===== src/rtl/noc_pkg.sv =====
// ============================================================================
// Package     : noc_pkg
// Description : Shared flit field positions, port codes and arbiter FSM
//               state type for the 4-interface NoC router.
// Revision    : 1.0 - initial release
// ============================================================================
`default_nettype none

package noc_pkg;

    // Destination codes, one per router output port
    localparam logic [1:0] PORT_E = 2'b00;
    localparam logic [1:0] PORT_W = 2'b01;
    localparam logic [1:0] PORT_L = 2'b10;
    localparam logic [1:0] PORT_3 = 2'b11;

    // Flit field positions
    localparam int VALID_BIT = 0;
    localparam int DEST_LSB  = 1;
    localparam int SRC_LSB   = 3;

    // Output-port arbiter states
    typedef enum logic [1:0] {
        IDLE  = 2'd0,
        SEND  = 2'd1,
        STALL = 2'd2
    } arb_state_t;

endpackage

`default_nettype wire


===== src/rtl/noc_rr_arbiter4.sv =====
// ============================================================================
// Module      : noc_rr_arbiter4
// Description : Combinational 4-way round-robin picker. The search starts at
//               rr_ptr and wraps modulo 4; the first requester wins. The
//               pointer itself is owned by the parent.
// Revision    : 1.0 - initial release
// ============================================================================
`default_nettype none

module noc_rr_arbiter4 (
    input  logic [3:0] req,
    input  logic [1:0] rr_ptr,
    output logic [3:0] gnt,
    output logic [1:0] gnt_idx,
    output logic       any
);

    logic [1:0] w_idx;

    // Scan the four candidates starting at the pointer, keep the first hit
    always_comb begin
        gnt     = 4'b0000;
        gnt_idx = 2'd0;
        any     = 1'b0;
        w_idx   = 2'd0;
        for (int k = 0; k < 4; k++) begin
            w_idx = rr_ptr + 2'(k);
            if (!any && req[w_idx]) begin
                any          = 1'b1;
                gnt_idx      = w_idx;
                gnt[w_idx]   = 1'b1;
            end
        end
    end

endmodule

`default_nettype wire


===== src/rtl/noc_port_arbiter.sv =====
// ============================================================================
// Module      : noc_port_arbiter
// Description : Output-port scheduler. Picks, round-robin, one input FIFO
//               whose head flit targets PORT_ID, pops it and forwards a
//               registered flit and write strobe downstream, honouring
//               full / almost-full backpressure.
//               Optional macro NOC_ARB_STATS_EN adds saturating per-input
//               grant counters and a stall-cycle counter.
// Revision    : 1.0 - initial release
// ============================================================================
`default_nettype none

module noc_port_arbiter
    import noc_pkg::*;
#(
    parameter int         WIDTH   = 12,
    parameter logic [1:0] PORT_ID = PORT_E
) (
    input  logic               clk,
    input  logic               reset,
    input  logic [3:0]         fifo_empty,
    input  logic [4*WIDTH-1:0] head_data,
    output logic [3:0]         pop,
    input  logic               dest_full,
    input  logic               dest_almost_full,
    output logic [WIDTH-1:0]   data_out,
    output logic               write_out,
    output logic [1:0]         grant_idx,
    output logic               stalled
`ifdef NOC_ARB_STATS_EN
    ,
    output logic [63:0]        grant_cnt,
    output logic [15:0]        stall_cnt
`endif
);

    logic [WIDTH-1:0] w_head [4];
    logic [3:0]       w_req;
    logic [3:0]       w_gnt;
    logic [1:0]       w_gnt_idx;
    logic             w_any;
    logic             w_can_send;
    logic             w_grant;

    logic [1:0]       r_rr_ptr;
    logic [WIDTH-1:0] r_data_out;
    logic             r_write_out;
    logic [1:0]       r_grant_idx;
    arb_state_t       r_state;
    arb_state_t       w_state_nxt;

    // Slice head flits and decode which inputs are asking for this port
    generate
        for (genvar gi = 0; gi < 4; gi++) begin : g_req
            assign w_head[gi] = head_data[gi*WIDTH +: WIDTH];
            assign w_req[gi]  = !fifo_empty[gi] && w_head[gi][VALID_BIT] &&
                                (w_head[gi][DEST_LSB +: 2] == PORT_ID);
        end
    endgenerate

    // A write already in flight consumes the last downstream slot
    assign w_can_send = !dest_full && !(r_write_out && dest_almost_full);
    assign w_grant    = reset && w_can_send && w_any;

    noc_rr_arbiter4 u_rr (
        .req     (w_req),
        .rr_ptr  (r_rr_ptr),
        .gnt     (w_gnt),
        .gnt_idx (w_gnt_idx),
        .any     (w_any)
    );

    assign pop       = w_grant ? w_gnt : 4'b0000;
    assign data_out  = r_data_out;
    assign write_out = r_write_out;
    assign grant_idx = r_grant_idx;
    assign stalled   = (r_state == STALL);

    // Datapath register: capture the granted flit, advance the pointer
    always_ff @(posedge clk or negedge reset) begin
        if (!reset) begin
            r_rr_ptr    <= 2'd0;
            r_data_out  <= '0;
            r_write_out <= 1'b0;
            r_grant_idx <= 2'd0;
        end else if (w_grant) begin
            r_rr_ptr    <= w_gnt_idx + 2'd1;
            r_data_out  <= w_head[w_gnt_idx];
            r_write_out <= 1'b1;
            r_grant_idx <= w_gnt_idx;
        end else begin
            r_write_out <= 1'b0;
        end
    end

    // FSM state register
    always_ff @(posedge clk or negedge reset) begin
        if (!reset) begin
            r_state <= IDLE;
        end else begin
            r_state <= w_state_nxt;
        end
    end

    // Next state: every state moves the same way on req / can_send
    always_comb begin
        w_state_nxt = r_state;
        case (r_state)
            IDLE, SEND, STALL: begin
                if (!w_any) begin
                    w_state_nxt = IDLE;
                end else if (w_can_send) begin
                    w_state_nxt = SEND;
                end else begin
                    w_state_nxt = STALL;
                end
            end
            default: w_state_nxt = IDLE;
        endcase
    end

`ifdef NOC_ARB_STATS_EN
    logic [15:0] r_stall_cnt;

    generate
        for (genvar gc = 0; gc < 4; gc++) begin : g_cnt
            logic [15:0] r_cnt;
            // Per-input saturating grant counter
            always_ff @(posedge clk or negedge reset) begin
                if (!reset) begin
                    r_cnt <= 16'd0;
                end else if (pop[gc] && (r_cnt != 16'hFFFF)) begin
                    r_cnt <= r_cnt + 16'd1;
                end
            end
            assign grant_cnt[gc*16 +: 16] = r_cnt;
        end
    endgenerate

    // Saturating count of cycles spent in STALL
    always_ff @(posedge clk or negedge reset) begin
        if (!reset) begin
            r_stall_cnt <= 16'd0;
        end else if ((r_state == STALL) && (r_stall_cnt != 16'hFFFF)) begin
            r_stall_cnt <= r_stall_cnt + 16'd1;
        end
    end
    assign stall_cnt = r_stall_cnt;
`endif

endmodule

`default_nettype wire


===== config.mk =====
export PLATFORM = sky130hd
export DESIGN_NAME = noc_port_arbiter
export DESIGN_NICKNAME = d
export VERILOG_FILES = /design/src/rtl/noc_pkg.sv /design/src/rtl/noc_rr_arbiter4.sv /design/src/rtl/noc_port_arbiter.sv
export SDC_FILE = /design/constraint.sdc
export NUM_CORES = 1
export LEC_CHECK = 0
export CAP_MARGIN = 5
export CORE_MARGIN = 10
export CORE_UTILIZATION = 37
export DETAILED_ROUTE_END_ITERATION = 16
export PLACE_DENSITY = 0.76
export SLEW_MARGIN = 25
export SYNTH_ARGS = -nofsm -noshare
export SYNTH_HDL_FRONTEND = slang
export SYNTH_SLANG_ARGS = --single-unit

===== constraint.sdc =====
create_clock -name clk -period 2.3 [get_ports clk]
set_input_delay 0.345 -clock clk [delete_from_list [all_inputs] [get_ports clk]]
set_output_delay 0.345 -clock clk [all_outputs]
set_load 0.005 [all_outputs]

==> key figures <==
Run status
  – Status: finished with violations
  – Failing checks: negative setup slack

Critical path
  – Crit path max fanout: 4
  – Critical Path RT: 1.96 ns
  – CP endpoint kind: output pin
  – Element type at the critical path start: input port
  – WP data arrival: 2.30 ns
  – Crit Path Category: input port to output pin

Power and ir drop
  – Logic pwr share: 68.1%
  – Switching Share: 36.4%
  – VDD IR-drop max: 0.518 mV
  – Power per Cell Area: 811 nW/um2
  – Pleak: 0.00121 uW
  – Pint: 1450 uW
  – NetSw: 827 uW
  – Reg power frac: 22.2%
  – Final Power: 2270 uW
  – Clock power frac: 9.8%

Drt
  – First-pass DRT Iterations: 4
  – Routed len/inst: 16.9 um
  – DRT Wirelength: 5190 um
  – DR DRC count: 0
  – ANT nets after route: 0
  – Vias per std cell: 5.17
  – Iter 0 DRT Violations: 62
  – Vias post-DR: 1,587

Logic synthesis
  – Syn Nets: 206
  – Avg Inst Size Synth: 10.9 um2
  – Commonest register cell after synthesis: dfrtp_1
  – Post-synth cell types: 36
  – Cell area after synthesis: 1550 um2
  – #FFs+latches synth: 19
  – Synth Instances: 142
  – Asr flop ratio synth: 100%
  – Post-synth EDFFs: 0
  – Synth area leader: dfrtp_1
  – Top cells by area, synth: dfrtp_1 31%, mux2i_1 12%, o221ai_2 8.7%
  – Top cell type's share of synthesized area: 30.8%
  – YS warnings: 0
  – Post-synthesis sequential area ratio: 30.8%

Placed design
  – Gpl congestion: 0.765
  – Number of port buffers: 75
  – DP HPWL: 4080 um
  – Cells after DPL: 293

Finish
  – Area delta synth->final: 81.4%
  – Final std cells w/o fill: 307
  – Multi-input logic area: 1160 um2
  – Utilization after layout: 69.6%
  – Register area: 475 um2
  – Layout cells sized above 1: 40.9%
  – Fillers: 311
  – Antenna diode count: 0
  – Fin nets: 322

Clock network
  – Clk sinks: 19
  – Hold-fix buffers, CTS: 0
  – TritonCTS Buffers: 3
  – CTS max path bufs: 2
  – Clock latency on the worst-skew pair: 0.25 ns
  – Root Driver: clkbuf_8
  – Clock transition at path regs: 0.06 ns
  – H-Tree Depth: 1
  – TritonCTS clock tree: built

Global route
  – Met3 Use GR: 2.51%
  – Largest net degree at the start of global routing: 21
  – Met2 usage: 25.4%
  – Initial antenna violation count: 0
  – Global-route wire length before repair: 8040 um
  – Global-route usage over all layers: 13.3%
  – Number of global-route vias before repair: 1,644
  – Gr busiest metal: met2
  – Met1 GRT Util: 14.6%
  – Overflow after GRT: 0

Timing
  – RSZ-0062 raised after global routing: true
  – Worst slew pin tran: 0.476 ns
  – Setup-failing EPs final: 16
  – Final Hold Fails: 0
  – Headroom to the max-slew limit: 67.8%
  – Final worst slack: -0.344 ns
  – Fmax: 0.378 GHz
  – Tcrit/Tclk final: 115%
  – Fin. max-slew vios: 0
  – Final Skew: 0.00575 ns
  – Min Tclk post-route: 2.64 ns

Die
  – Initial Utilization: 38.4%
  – # IOs: 76
  – Die height: 84.6 um
  – Cell Rows: 23
  – Core area: 4030 um2
  – Die width: 84.6 um
  – Die area: 7160 um2

Worst hold path
  – Hold crit path type: register to register

Flow run
  – Max-Cap Viols: 0
## power by group through the flow
stage / clock network, uW / logic [uW] / registers, uW
6_report: 222 / 1550 / 504
5_1_grt: 242 / 1660 / 520
4_1_cts: 233 / 1470 / 503
3_5_place_dp: 0 / 1410 / 510
3_3_place_gp: 0 / 1380 / 503
2_1_floorplan: 0 / 738 / 531
## synth_stat cells, types with 2 or more instances
cell type / count
nor2_1: 2
a311oi_1: 2
a21oi_1: 3
inv_1: 3
nand2_1: 22
ha_1: 8
mux4_2: 4
buf_2: 3
o21ai_0: 2
a22oi_1: 5
mux2i_1: 18
clkbuf_1: 2
nor4b_1: 2
nor4b_2: 2
or4b_4: 4
dfrtp_1: 19
o221ai_2: 9
or2_2: 4
nand3_1: 5
and2_1: 3
a31oi_1: 4
xnor2_1: 2
## sequential cells by signal, indices dropped and copies added, names as in the netlist
signal	count
r_state	2
r_rr_ptr	2
grant_idx	2
data_out	12
write_out	1
## routing by layer
metal  wire length, um  part of all wire [%]
met3               199                   3.8
met4                35                  0.67
met1              2090                    40
met2              2870                    55
met5                 0                     0
## cells by family after synthesis
logic type                 synth area share (%)
AOI/OAI and AO/OA                          17.4
xor gates and xnor gates                   2.19
adders and majority gates                  6.48
buffers and inverters                      3.40
DFF                                        30.8
muxes                                      19.2
and+or+nand+nor                            20.6
## through the flow
step | setup TNS (ns) | hold WS (ns) | setup slack, ns | instance area (um2)
3_3_place_gp | -12.22 | 0.450 | -1.04 | 2640
4_1_cts | -3.15 | 0.473 | -0.348 | 2720
5_1_grt | -5.05 | 0.477 | -0.434 | 2800
6_report | -3.69 | 0.470 | -0.344 | 2800
3_5_place_dp | -13.06 | 0.453 | -1.07 | 2640
2_1_floorplan | -0.508 | 0.0494 | -0.0434 | 1590
## critical path: stages
cell and delay (ns):
buf_6 0.09, or4b_4 0.54, buf_6 0.13, mux4_2 0.49
and2_4 0.21, a22oi_2 0.14, or2_4 0.13, a31oi_1 0.07
buf_2 0.14
## path summary, 6_finish.rpt
kind                                from          end  slack, ns  cells after the start
min in group asynchronous          reset  r_rr_ptr[1]       0.52                      2
setup / recovery           fifo_empty[1]       pop[2]      -0.34                      9
setup reg to reg             r_rr_ptr[0]  data_out[6]      -0.26                      9
max in group asynchronous          reset  data_out[2]       1.58                      2
hold / removal               data_out[0]  data_out[0]       0.47                      1
hold reg to reg              data_out[0]  data_out[0]       0.47                      1
## cell usage in the layout, fill, tap and decap left out, types with 2 or more instances in the layout
| cell | synthesis | routed |
|---|---|---|
| a21oi_1 | 3 | 3 |
| a22oi_2 | 0 | 4 |
| a311oi_4 | 0 | 2 |
| a31oi_1 | 4 | 4 |
| and2_1 | 3 | 2 |
| buf_12 | 0 | 2 |
| buf_2 | 3 | 12 |
| buf_4 | 1 | 32 |
| buf_6 | 1 | 11 |
| clkbuf_2 | 0 | 2 |
| clkbuf_8 | 0 | 3 |
| clkdlybuf4s15_1 | 0 | 2 |
| clkdlybuf4s50_1 | 0 | 55 |
| clkinvlp_4 | 0 | 2 |
| dfrtp_1 | 19 | 19 |
| ha_1 | 8 | 7 |
| mux2i_1 | 18 | 16 |
| mux2i_2 | 0 | 2 |
| mux4_2 | 4 | 5 |
| nand2_1 | 22 | 22 |
| nand2_4 | 1 | 2 |
| nand3_1 | 5 | 5 |
| nor2_1 | 2 | 2 |
| nor4b_1 | 2 | 2 |
| o21ai_0 | 2 | 2 |
| o221ai_2 | 9 | 9 |
| or2_4 | 0 | 4 |
| or4b_4 | 4 | 4 |
| xnor2_1 | 2 | 2 |
## area by class of cell
cell class              count  share of cell area [%]
clock buffers               4                    1.61
repair buffers            116                    37.3
flip-flops and latches     19                    17.0
well taps                  50                    2.23
multi-input cells         115                    41.3
inverters                   3                   0.670
## what timing repair did
item,4_1_cts,5_1_grt
setup buffers,8,1
resized for setup,84,16
pin swaps,13,9
setup endpoints to repair,16,16
gates cloned,0,2
No activity file was read; power rests on OpenSTA's default activity.
